File: src/rtl/rmii_rx_frame_aligner_if.sv
// RMII receive path bundle: raw PHY pins in, cleaned nibble-aligned stream and frame flags out.
interface rmii_rx_frame_aligner_if;
    logic [1:0] phy_rxd;
    logic       phy_crsdv;
    logic [1:0] rmii_rxd;
    logic       rmii_crsdv;
    logic       sfd_det;
    logic       frame_end;
    logic       false_carrier;
    logic       jabber;

    modport master (
        input  phy_rxd, phy_crsdv,
        output rmii_rxd, rmii_crsdv, sfd_det, frame_end, false_carrier, jabber
    );

    modport slave (
        output phy_rxd, phy_crsdv,
        input  rmii_rxd, rmii_crsdv, sfd_det, frame_end, false_carrier, jabber
    );
endinterface

File: src/rtl/rmii_rx_frame_aligner.sv
// RMII RX front end: strips idle dibits, decodes toggled CRS_DV at frame end and re-emits
// a nibble-aligned dibit stream with a clean data valid, SFD/false-carrier/jabber flags.
module rmii_rx_frame_aligner #(
    parameter int SAMPLE_PHASE = 5,
    parameter int MAX_DIBITS   = 6100,
    parameter int CNT_W        = 16
) (
    input  logic                    clk_50m,
    input  logic                    rst_n,
    input  logic [2:0]              eth_speed,
    input  logic                    cnt_clr,
    rmii_rx_frame_aligner_if.master rx,
    output logic [CNT_W-1:0]        frame_cnt,
    output logic [CNT_W-1:0]        fc_cnt
);
    localparam logic [2:0]  SPD_100 = 3'h2;
    localparam logic [2:0]  SPD_10  = 3'h1;
    localparam logic [3:0]  PHASE   = 4'(SAMPLE_PHASE);
    localparam logic [12:0] MAX_D   = 13'(MAX_DIBITS);

    typedef enum logic [2:0] {IDLE, WAIT_PRE, DATA, FALSE_CAR, JABBER} state_t;
    state_t state, state_nx;

    logic [1:0]  in_d, hold_d, pend_lo, pend_hi, out_d, last_out, pend_n;
    logic        in_dv, in_dv_q;
    logic [2:0]  speed_q;
    logic [3:0]  div;
    logic        spd_en, spd_chg, strobe, fall_evt;
    logic        par, par_nx, dv_low, dv_low_nx;
    logic [12:0] dib_cnt, dib_cnt_nx, cnt_inc;
    logic        hold_en, commit, fc_evt, jab_evt;
    logic        sfd_seen, jab_frame;

    assign spd_en   = (eth_speed == SPD_100) || (eth_speed == SPD_10);
    assign strobe   = (eth_speed == SPD_100) || ((eth_speed == SPD_10) && (div == PHASE));
    // Speed change only matters while a frame is in flight or still draining
    assign spd_chg  = (eth_speed != speed_q) &&
                      ((state != IDLE) || (pend_n != 2'd0) || rx.rmii_crsdv);
    assign cnt_inc  = dib_cnt + 13'd2;
    assign out_d    = (pend_n == 2'd2) ? pend_lo : pend_hi;
    assign fall_evt = strobe && !spd_chg && (pend_n == 2'd0) && rx.rmii_crsdv;

    // Input register stage and 10M dibit-phase divider
    always_ff @(posedge clk_50m or negedge rst_n) begin
        if (!rst_n) begin
            in_d    <= '0;
            in_dv   <= 1'b0;
            in_dv_q <= 1'b0;
            speed_q <= '0;
            div     <= '0;
        end else begin
            in_d    <= rx.phy_rxd;
            in_dv   <= rx.phy_crsdv;
            in_dv_q <= in_dv;
            speed_q <= eth_speed;
            if ((state == IDLE) && in_dv && !in_dv_q)
                div <= '0;
            else if (div == 4'd9)
                div <= '0;
            else
                div <= div + 4'd1;
        end
    end

    always_ff @(posedge clk_50m or negedge rst_n) begin
        if (!rst_n) begin
            state   <= IDLE;
            par     <= 1'b0;
            dv_low  <= 1'b0;
            dib_cnt <= '0;
        end else begin
            state   <= state_nx;
            par     <= par_nx;
            dv_low  <= dv_low_nx;
            dib_cnt <= dib_cnt_nx;
        end
    end

    always_comb begin
        state_nx   = state;
        par_nx     = par;
        dv_low_nx  = dv_low;
        dib_cnt_nx = dib_cnt;
        hold_en    = 1'b0;
        commit     = 1'b0;
        fc_evt     = 1'b0;
        jab_evt    = 1'b0;
        if (spd_chg) begin
            state_nx   = IDLE;
            par_nx     = 1'b0;
            dv_low_nx  = 1'b0;
            dib_cnt_nx = '0;
        end else if (strobe) begin
            unique case (state)
                IDLE: if (in_dv) state_nx = WAIT_PRE;
                WAIT_PRE: begin
                    if (!in_dv) begin
                        state_nx = IDLE;
                    end else if (in_d == 2'b01) begin
                        // The first 01 is the low dibit of the first nibble
                        state_nx   = DATA;
                        hold_en    = 1'b1;
                        par_nx     = 1'b1;
                        dib_cnt_nx = '0;
                    end else if (in_d == 2'b10) begin
                        state_nx  = FALSE_CAR;
                        fc_evt    = 1'b1;
                        dv_low_nx = 1'b0;
                    end
                end
                DATA: begin
                    par_nx = ~par;
                    if (!par) begin
                        hold_en = 1'b1;
                    end else if (!in_dv) begin
                        state_nx = IDLE;
                    end else begin
                        commit     = 1'b1;
                        dib_cnt_nx = cnt_inc;
                        if (cnt_inc >= MAX_D) begin
                            jab_evt   = 1'b1;
                            state_nx  = JABBER;
                            dv_low_nx = 1'b0;
                        end
                    end
                end
                FALSE_CAR, JABBER: begin
                    if (in_dv) begin
                        dv_low_nx = 1'b0;
                    end else if (dv_low) begin
                        state_nx  = IDLE;
                        dv_low_nx = 1'b0;
                    end else begin
                        dv_low_nx = 1'b1;
                    end
                end
                default: state_nx = IDLE;
            endcase
        end
    end

    always_ff @(posedge clk_50m) begin
        if (hold_en) hold_d <= in_d;
        if (commit) begin
            pend_lo <= hold_d;
            pend_hi <= in_d;
        end
    end

    // Output stage: two-slot nibble buffer drained one dibit per strobe
    always_ff @(posedge clk_50m or negedge rst_n) begin
        if (!rst_n) begin
            rx.rmii_rxd      <= '0;
            rx.rmii_crsdv    <= 1'b0;
            rx.sfd_det       <= 1'b0;
            rx.frame_end     <= 1'b0;
            rx.false_carrier <= 1'b0;
            rx.jabber        <= 1'b0;
            pend_n           <= '0;
            last_out         <= '0;
            sfd_seen         <= 1'b0;
            jab_frame        <= 1'b0;
        end else begin
            rx.sfd_det       <= 1'b0;
            rx.frame_end     <= 1'b0;
            rx.jabber        <= 1'b0;
            rx.false_carrier <= fc_evt;
            if (spd_chg || !spd_en) begin
                rx.rmii_rxd   <= '0;
                rx.rmii_crsdv <= 1'b0;
                pend_n        <= '0;
                last_out      <= '0;
                sfd_seen      <= 1'b0;
                jab_frame     <= 1'b0;
            end else begin
                if (jab_evt) jab_frame <= 1'b1;
                if (strobe) begin
                    if (pend_n != 2'd0) begin
                        rx.rmii_rxd   <= out_d;
                        rx.rmii_crsdv <= 1'b1;
                        last_out      <= out_d;
                        pend_n        <= pend_n - 2'd1;
                        if ((out_d == 2'b11) && (last_out == 2'b01) && !sfd_seen) begin
                            rx.sfd_det <= 1'b1;
                            sfd_seen   <= 1'b1;
                        end
                    end else begin
                        rx.rmii_rxd   <= '0;
                        rx.rmii_crsdv <= 1'b0;
                        last_out      <= '0;
                        sfd_seen      <= 1'b0;
                        if (fall_evt) begin
                            rx.frame_end <= 1'b1;
                            rx.jabber    <= jab_frame;
                            jab_frame    <= 1'b0;
                        end
                    end
                    if (commit) pend_n <= 2'd2;
                end
            end
        end
    end

    always_ff @(posedge clk_50m or negedge rst_n) begin
        if (!rst_n) begin
            frame_cnt <= '0;
            fc_cnt    <= '0;
        end else begin
            if (cnt_clr)
                frame_cnt <= '0;
            else if (fall_evt && !jab_frame && (frame_cnt != '1))
                frame_cnt <= frame_cnt + 1'b1;
            if (cnt_clr)
                fc_cnt <= '0;
            else if (fc_evt && (fc_cnt != '1))
                fc_cnt <= fc_cnt + 1'b1;
        end
    end
endmodule
File: src/flat_wrapper.sv
// flat-port wrapper written by rule: the top's interface ports become plain ports
module rmii_rx_frame_aligner_flat 
#(
    parameter int SAMPLE_PHASE = 5,
    parameter int MAX_DIBITS   = 6100,
    parameter int CNT_W        = 16
)
  (clk_50m, rst_n, eth_speed, cnt_clr, frame_cnt, fc_cnt, rx_phy_rxd, rx_phy_crsdv, rx_rmii_rxd, rx_rmii_crsdv, rx_sfd_det, rx_frame_end, rx_false_carrier, rx_jabber);
  rmii_rx_frame_aligner_if rx_i ();
  input  logic clk_50m;
  input  logic rst_n;
  input  logic [2:0] eth_speed;
  input  logic cnt_clr;
  output logic [CNT_W-1:0] frame_cnt;
  output logic [CNT_W-1:0] fc_cnt;
  input wire logic [$bits(rx_i.phy_rxd)-1:0] rx_phy_rxd;
  input wire logic [$bits(rx_i.phy_crsdv)-1:0] rx_phy_crsdv;
  output wire logic [$bits(rx_i.rmii_rxd)-1:0] rx_rmii_rxd;
  output wire logic [$bits(rx_i.rmii_crsdv)-1:0] rx_rmii_crsdv;
  output wire logic [$bits(rx_i.sfd_det)-1:0] rx_sfd_det;
  output wire logic [$bits(rx_i.frame_end)-1:0] rx_frame_end;
  output wire logic [$bits(rx_i.false_carrier)-1:0] rx_false_carrier;
  output wire logic [$bits(rx_i.jabber)-1:0] rx_jabber;
  assign rx_i.phy_rxd = rx_phy_rxd;
  assign rx_i.phy_crsdv = rx_phy_crsdv;
  assign rx_rmii_rxd = rx_i.rmii_rxd;
  assign rx_rmii_crsdv = rx_i.rmii_crsdv;
  assign rx_sfd_det = rx_i.sfd_det;
  assign rx_frame_end = rx_i.frame_end;
  assign rx_false_carrier = rx_i.false_carrier;
  assign rx_jabber = rx_i.jabber;
  rmii_rx_frame_aligner #(.SAMPLE_PHASE(SAMPLE_PHASE), .MAX_DIBITS(MAX_DIBITS), .CNT_W(CNT_W)) u_core (.clk_50m(clk_50m), .rst_n(rst_n), .eth_speed(eth_speed), .cnt_clr(cnt_clr), .rx(rx_i), .frame_cnt(frame_cnt), .fc_cnt(fc_cnt));
endmodule
File: config.mk
export PLATFORM = sky130hd
export DESIGN_NAME = rmii_rx_frame_aligner_flat
export DESIGN_NICKNAME = d
export VERILOG_FILES = /design/src/rtl/rmii_rx_frame_aligner_if.sv /design/src/rtl/rmii_rx_frame_aligner.sv /design/src/flat_wrapper.sv
export SDC_FILE = /design/constraint.sdc
export NUM_CORES = 1
export LEC_CHECK = 0
export ABC_AREA = 1
export CAP_MARGIN = 20
export CORE_ASPECT_RATIO = 1.75
export CORE_MARGIN = 10
export CORE_UTILIZATION = 51
export CTS_CLUSTER_SIZE = 40
export DETAILED_ROUTE_END_ITERATION = 10
export PLACE_DENSITY = 0.76
export SLEW_MARGIN = 15
export SYNTH_ARGS = -nofsm -noshare
export SYNTH_HDL_FRONTEND = slang
export SYNTH_SLANG_ARGS = --single-unit
File: constraint.sdc
create_clock -name clk_50m -period 2 [get_ports clk_50m]
set_clock_uncertainty 0.2 [all_clocks]
set_input_delay 0.2 -clock clk_50m [delete_from_list [all_inputs] [get_ports clk_50m]]
set_output_delay 0.2 -clock clk_50m [all_outputs]
set_load 0.01 [all_outputs]
=== Word-level counts from Yosys, hierarchy flattened ===
Index checks and enable logic that the tools add are counted.

* Multiplexer cells: 96
* Add/sub/neg operators: 5
* Bitwise gates (word level): 1
* Order comparisons: 1
* Reductions and logical operators: 40
* Equal/unequal tests: 29

{| class="wikitable"
|+ Operator list
! operator !! number
|-
| 13-bit 2-to-1 mux || 6
|-
| 16-bit 2-to-1 mux || 4
|-
| 1-bit 2-to-1 mux || 60
|-
| 3-bit 2-to-1 mux || 11
|-
| 16-bit by 1-bit adder with 16-bit output, second input constant || 2
|-
| 16-bit inequality test, second input constant || 2
|-
| 13-bit case mux with 2 select lines || 1
|-
| 3-bit by 1-bit inequality test with 1-bit output, second input constant || 8
|-
| 2-bit 2-to-1 mux || 8
|-
| 13-bit by 2-bit adder with 13-bit output, second input constant || 1
|-
| 13-bit >= comparator, second input constant || 1
|-
| 1-bit logical AND || 12
|-
| 3-bit case mux with 4 select lines || 1
|-
| 2-bit nonzero test || 5
|-
| 3-bit by 2-bit == test with 1-bit output, second input constant || 3
|-
| 3-bit nonzero test || 3
|-
| 4-bit 2-to-1 mux || 2
|-
| 8-bit AND reduction || 1
|-
| 7-bit AND reduction || 1
|-
| 2-bit == test, second input constant || 3
|-
| 3-bit by 1-bit == test with 1-bit output, second input constant || 2
|-
| 3-bit inequality test, second input constant || 2
|-
| 6-bit AND reduction || 1
|-
| 1-bit logical NOT || 5
|-
| other kinds (20) || 27
|}

* Flip-flop bits (word level): 78
* Input port bits: 9

=== Longest topological paths before layout ===
* Word-level depth: 13
* Gate-level depth with buffers: 14
* Mapped depth without buffers: 14

=== Least setup slack after synthesis ===
Ideal clock, no wire load.

* Path kind: flip-flop to flip-flop
* From: register u_core.fc_cnt[0]
* To: register u_core.fc_cnt[1]
* Library setup time: 0.121 ns
* Stages on the path, launching flop included: 10
* Arrival time: 1.607 ns
* Required time: 1.679 ns
* Path slack: 0.071 ns
* Cell sequence: dfrtp_1 ha_1 nand3_1 nor2_1 nand3_1 nand4_4 nand2_4 buf_6 nand3_1 o21ai_1

* Cells in the longest elaborated chain, start to end: 3
* Elaborated cells on any way between the ends: 6
* Those cells by class: add/sub: 1; eq/ne: 1; mux: 2; reduce/logical: 2

{| class="wikitable"
|+ Ends and longest elaborated chain
! element !! line !! source
|-
| from (decl) || rmii_rx_frame_aligner.sv:14 || <nowiki>output logic [CNT_W-1:0] fc_cnt</nowiki>
|-
| from (signal assigned) || rmii_rx_frame_aligner.sv:216 || <nowiki>fc_cnt <= fc_cnt + 1'b1;</nowiki>
|-
| 16-bit by 1-bit adder with 16-bit output or 16-bit inequality test (tied branches) || rmii_rx_frame_aligner.sv:216, rmii_rx_frame_aligner.sv:215 ||
|-
| 16-bit 2-to-1 mux or 1-bit logical AND (tied branches) || rmii_rx_frame_aligner.sv:215 || <nowiki>else if (fc_evt && (fc_cnt != '1))</nowiki>
|-
| 16-bit 2-to-1 mux or 2-bit nonzero test (tied branches) || -- ||
|}

Parallel ways exist; a longest one is shown, timed or not. The select of a mux whose other input is x is not followed.
A chain may end at the register's enable or synchronous reset.

=== Worst setup path after layout ===
* From: input port eth_speed[1]
* To: register u_core.dib_cnt[6]

* Cells in the longest elaborated chain, start to end: 5
* Elaborated cells on any way between the ends: 14
* Those cells by class: eq/ne: 7; mux: 1; reduce/logical: 6

{| class="wikitable"
|+ Ends and longest elaborated chain
! element !! line !! source
|-
| from (decl) || flat_wrapper.sv:12 || <nowiki>input logic [2:0] eth_speed;</nowiki>
|-
| 3-bit by 1-bit == test with 1-bit output || rmii_rx_frame_aligner.sv:35 || <nowiki>assign strobe = (eth_speed == SPD_100) || ((eth_speed == SPD_10) && (div == PHASE));</nowiki>
|-
| 1-bit logical AND || rmii_rx_frame_aligner.sv:35 ||
|-
| 1-bit logical OR || rmii_rx_frame_aligner.sv:35 ||
|-
| 2-bit nonzero test (no line) || -- ||
|-
| 6-bit AND reduction (no line) || -- ||
|-
| to (signal assigned) || rmii_rx_frame_aligner.sv:75 || <nowiki>dib_cnt <= dib_cnt_nx;</nowiki>
|-
| to (decl) || rmii_rx_frame_aligner.sv:30 || <nowiki>logic [12:0] dib_cnt, dib_cnt_nx, cnt_inc;</nowiki>
|}

Parallel ways exist; a longest one is shown, timed or not.

==> impl_metrics.py <==
metrics = {
    "status": {
        "outcome": "finished, violations left",
        "violations": "negative setup slack",
    },
    "yosys": {
        "syn_avg_cell_area_um2": 8.012,
        "yosysUniqueCellTypes": 45,
        "yosysSeqAreaShare_pct": 44.81,
        "synthArstFlopShare_pct": 92.21,
        "synth-seq-cells": 77,
        "synth_ff_type": "dfrtp_1",
        "yosysWarnings": 0,
        "synth_cells": 545,
        "synth_edf_count": 6,
        "syn_nets": 561,
        "syn_area_um2": 4367,
    },
    "drt": {
        "wl_um": 12060,
        "drc": 0,
        "dr.pass1.iters": 4,
        "ant_nets": 0,
        "via_per_inst": 5.346,
        "wl_per_cell_um": 15.38,
        "via_count": 4191,
        "drt-initial-drc-count": 259,
    },
    "setup_path": {
        "required_ps": 2020,
        "start_kind": "input pin",
        "r2r-start": "u_core.pend_n[0]",
        "path_max_fanout": 8,
        "critPathKind": "input pin to register",
        "r2r-end": "u_core.dib_cnt[6]",
        "r2r_setup_slack_ps": 10,
        "cp-end-kind": "register",
        "cp.arrival_ps": 2030,
        "reg2reg_depth": 10,
    },
    "grt": {
        "grt_pass1_vias": 4185,
        "overflow": 0,
        "grt_max_degree": 72,
        "antenna_found_initial": 0,
        "grt_pass1_wl_um": 18610,
        "grt_use_total_pct": 17.43,
    },
    "timing": {
        "hold_viol": 0,
        "tightest_slew_ps": 525.0,
        "fin_hold_ws_ps": 102.6,
        "slew_headroom_pct": 64.89,
        "layout_setup_ws_ps": -3.698,
        "period_share_pct": 100.2,
        "layout_min_cycle_time_ps": 2004,
        "finalMaxSlewViolations": 0,
        "setup_viol": 1,
        "clock.fmax_ghz": 0.4991,
        "rsz0062_at_grt": "yes",
    },
    "clocking": {
        "cts_buffer_depth": 2,
        "cts_tree": "built",
        "clkLatencyLatePin_ps": 340,
        "htree_levels": 3,
        "root_buffer": "clkbuf_16",
        "clkSinkCount": 77,
        "numCtsBuffers": 9,
        "clkTransAtPathRegs_ps": 60,
    },
    "power_and_ir_drop": {
        "leakagePower_nw": 2.726,
        "swShare_pct": 32.25,
        "p_seq_share_pct": 34.4,
        "vdd_drop_max_mv": 0.6009,
        "powerDensity_nw_per_um2": 832.7,
        "p_clk_share_pct": 33.8,
        "intPower_mw": 3.450,
        "switchingPower_mw": 1.642,
        "power_frac_comb_pct": 31.9,
    },
    "floorplan": {
        "core_um2": 8313,
        "start_util_pct": 52.53,
        "dieHeight_um": 142.4,
        "die_x_um": 89.95,
        "die_area_um2": 12810,
        "io_pins": 48,
        "row_count": 44,
    },
    "hold_path": {
        "hp-class": "input pin to register",
        "min_path_cells": 1,
        "min_from": "rx_phy_rxd[0]",
        "hold_end": "u_core.in_d[0]",
    },
    "final_layout": {
        "stdcell_area_um2": 6115,
        "fillers": 578,
        "fin_nets": 680,
        "area_growth_pct": 40.03,
        "drive_gt1_share_pct": 26.01,
        "diodes": 0,
        "stdcell_count": 784,
    },
    "flow_run": {
        "cap_violations": 0,
    },
    "placed_design": {
        "dp_hpwl_um": 8254,
        "place.gp.congestion": 0.9681,
        "dp_cells": 750,
        "dp_slack_ps": -312.4,
        "place_area_um2": 5344,
        "port_buffers": 47,
    },
}
metrics by stage:
step | power [mW] | TNS, ps | util (%)
floorplan | 2.573 | 0 | -
global placement | 3.006 | -10900 | 64.28
detailed placement | 3.041 | -12720 | 64.28
CTS | 4.768 | 0 | 68.26
global route | 5.321 | -2006 | 73.56
finish | 5.091 | -3.698 | 73.56
sequential cells by signal, summed over array words and instances (netlist names), 2 cells and up:
name and flops:
u_core.dib_cnt 12, u_core.div 4, u_core.fc_cnt 16, u_core.frame_cnt 16, u_core.hold_d 2, u_core.in_d 2
u_core.pend_hi 2, u_core.pend_lo 2, u_core.pend_n 2, u_core.rx.rmii_rxd 2, u_core.speed_q 3, u_core.state 3
worst max path at each step:
stage | from | endpoint | slack (ps)
CTS | u_core.div[1] | u_core.dib_cnt[2] | 9
global placement | eth_speed[0] | u_core.frame_cnt[3] | -240
global route | u_core.div[1] | u_core.frame_cnt[4] | -100
detailed placement | eth_speed[0] | u_core.frame_cnt[3] | -310
finish | eth_speed[1] | u_core.dib_cnt[6] | -4
floorplan | u_core.fc_cnt[0] | u_core.fc_cnt[1] | 70
final cells by class:
type / instances / area, µm² / share of cell area (%)
Sequential cell: 77 / 1961 / 32.06
Timing Repair Buffer: 118 / 1082 / 17.70
Clock inverter: 3 / 42.54 / 0.6957
Multi-Input combinational cell: 391 / 2356 / 38.53
Clock buffer: 13 / 270.3 / 4.420
Inverter: 67 / 259.0 / 4.236
Tap cell: 115 / 143.9 / 2.353
cell usage in the layout, fill, tap and decap left out, types with 3 or more instances in the layout:
cell type and n:
o21ai_2 10, clkbuf_16 10, inv_1 56, clkbuf_8 3, o21ai_0 8, nand3_4 5, buf_4 59, edfxtp_1 6
nand2_1 131, ha_1 3, o31ai_2 4, inv_2 7, dfrtp_1 68, xnor2_1 4, buf_12 3, nand2_4 6
inv_4 3, nor3_1 12, nor2_1 44, nand3_2 9, buf_6 7, ha_2 4, dfrtp_2 3, nand3_1 35
xor2_1 22, nand2_2 10, nor2_4 6, nor2_2 6, o31ai_1 4, nand4_1 18, clkdlybuf4s50_1 46, o21ai_1 21
a21oi_1 4
cells by family after synthesis:
group | synth area share (%)
flops | 44.81
simple gates | 32.15
xor+xnor | 5.587
compound gates | 8.052
buf+inv | 7.393
fa+ha+maj | 2.006
critical path: stages:
cell             delay, ps
clkdlybuf4s50_1        480
inv_1                   80
or2_0                  200
nand4_1                140
nand2_4                120
buf_4                  160
nand2_2                 60
nand3_2                110
a21oi_4                210
clkbuf_16              190
o21ai_1                 60
power groups by stage:
stage / clock network (mW) / logic, mW / registers [mW]
CTS: 1.73 / 1.29 / 1.75
detailed placement: 0 / 1.26 / 1.78
finish: 1.72 / 1.62 / 1.75
global route: 1.79 / 1.77 / 1.76
global placement: 0 / 1.24 / 1.77
floorplan: 0 / 0.805 / 1.77
routing by layer:
layer | vias up | global-route usage (%) | wire length (µm)
met1 | 2015 | 17.40 | 4548
met3 | 36 | 3.751 | 561
met5 | - | 0 | 0
li1 | 2026 | - | -
met2 | 114 | 32.76 | 6587
met4 | 0 | 9.428 | 364
Yosys cell counts (2+ instances only):
cell | number | area share, %
inv_2 | 7 | 0.60
o22ai_1 | 2 | 0.29
a21oi_1 | 6 | 0.69
o21ai_2 | 2 | 0.40
o21ai_1 | 24 | 2.8
buf_4 | 4 | 0.69
nand2_4 | 3 | 0.77
xor2_1 | 22 | 4.4
nand3_2 | 3 | 0.69
nor2_1 | 52 | 4.5
nand4_1 | 18 | 2.6
buf_6 | 2 | 0.52
nand3_1 | 44 | 5.0
nor4_1 | 4 | 0.57
ha_1 | 7 | 2.0
o31ai_1 | 8 | 1.4
clkbuf_1 | 4 | 0.34
xnor2_1 | 4 | 0.80
nor2_4 | 3 | 0.77
nand2_1 | 142 | 12
nand3_4 | 2 | 0.80
inv_1 | 57 | 4.9
nor3_1 | 13 | 1.5
nand2_2 | 3 | 0.43
edfxtp_1 | 6 | 4.1
dfrtp_1 | 71 | 41
o21ai_0 | 14 | 1.6
what timing repair did:
action                     CTS  global route
gates cloned                 0             1
setup endpoints to repair    4            55
hold endpoints to repair    71             0
pin swaps                    0            25
resized for setup            2            84
hold buffers                 1             0
buffers inserted             0            16
Power figures use the tool's default switching activity.
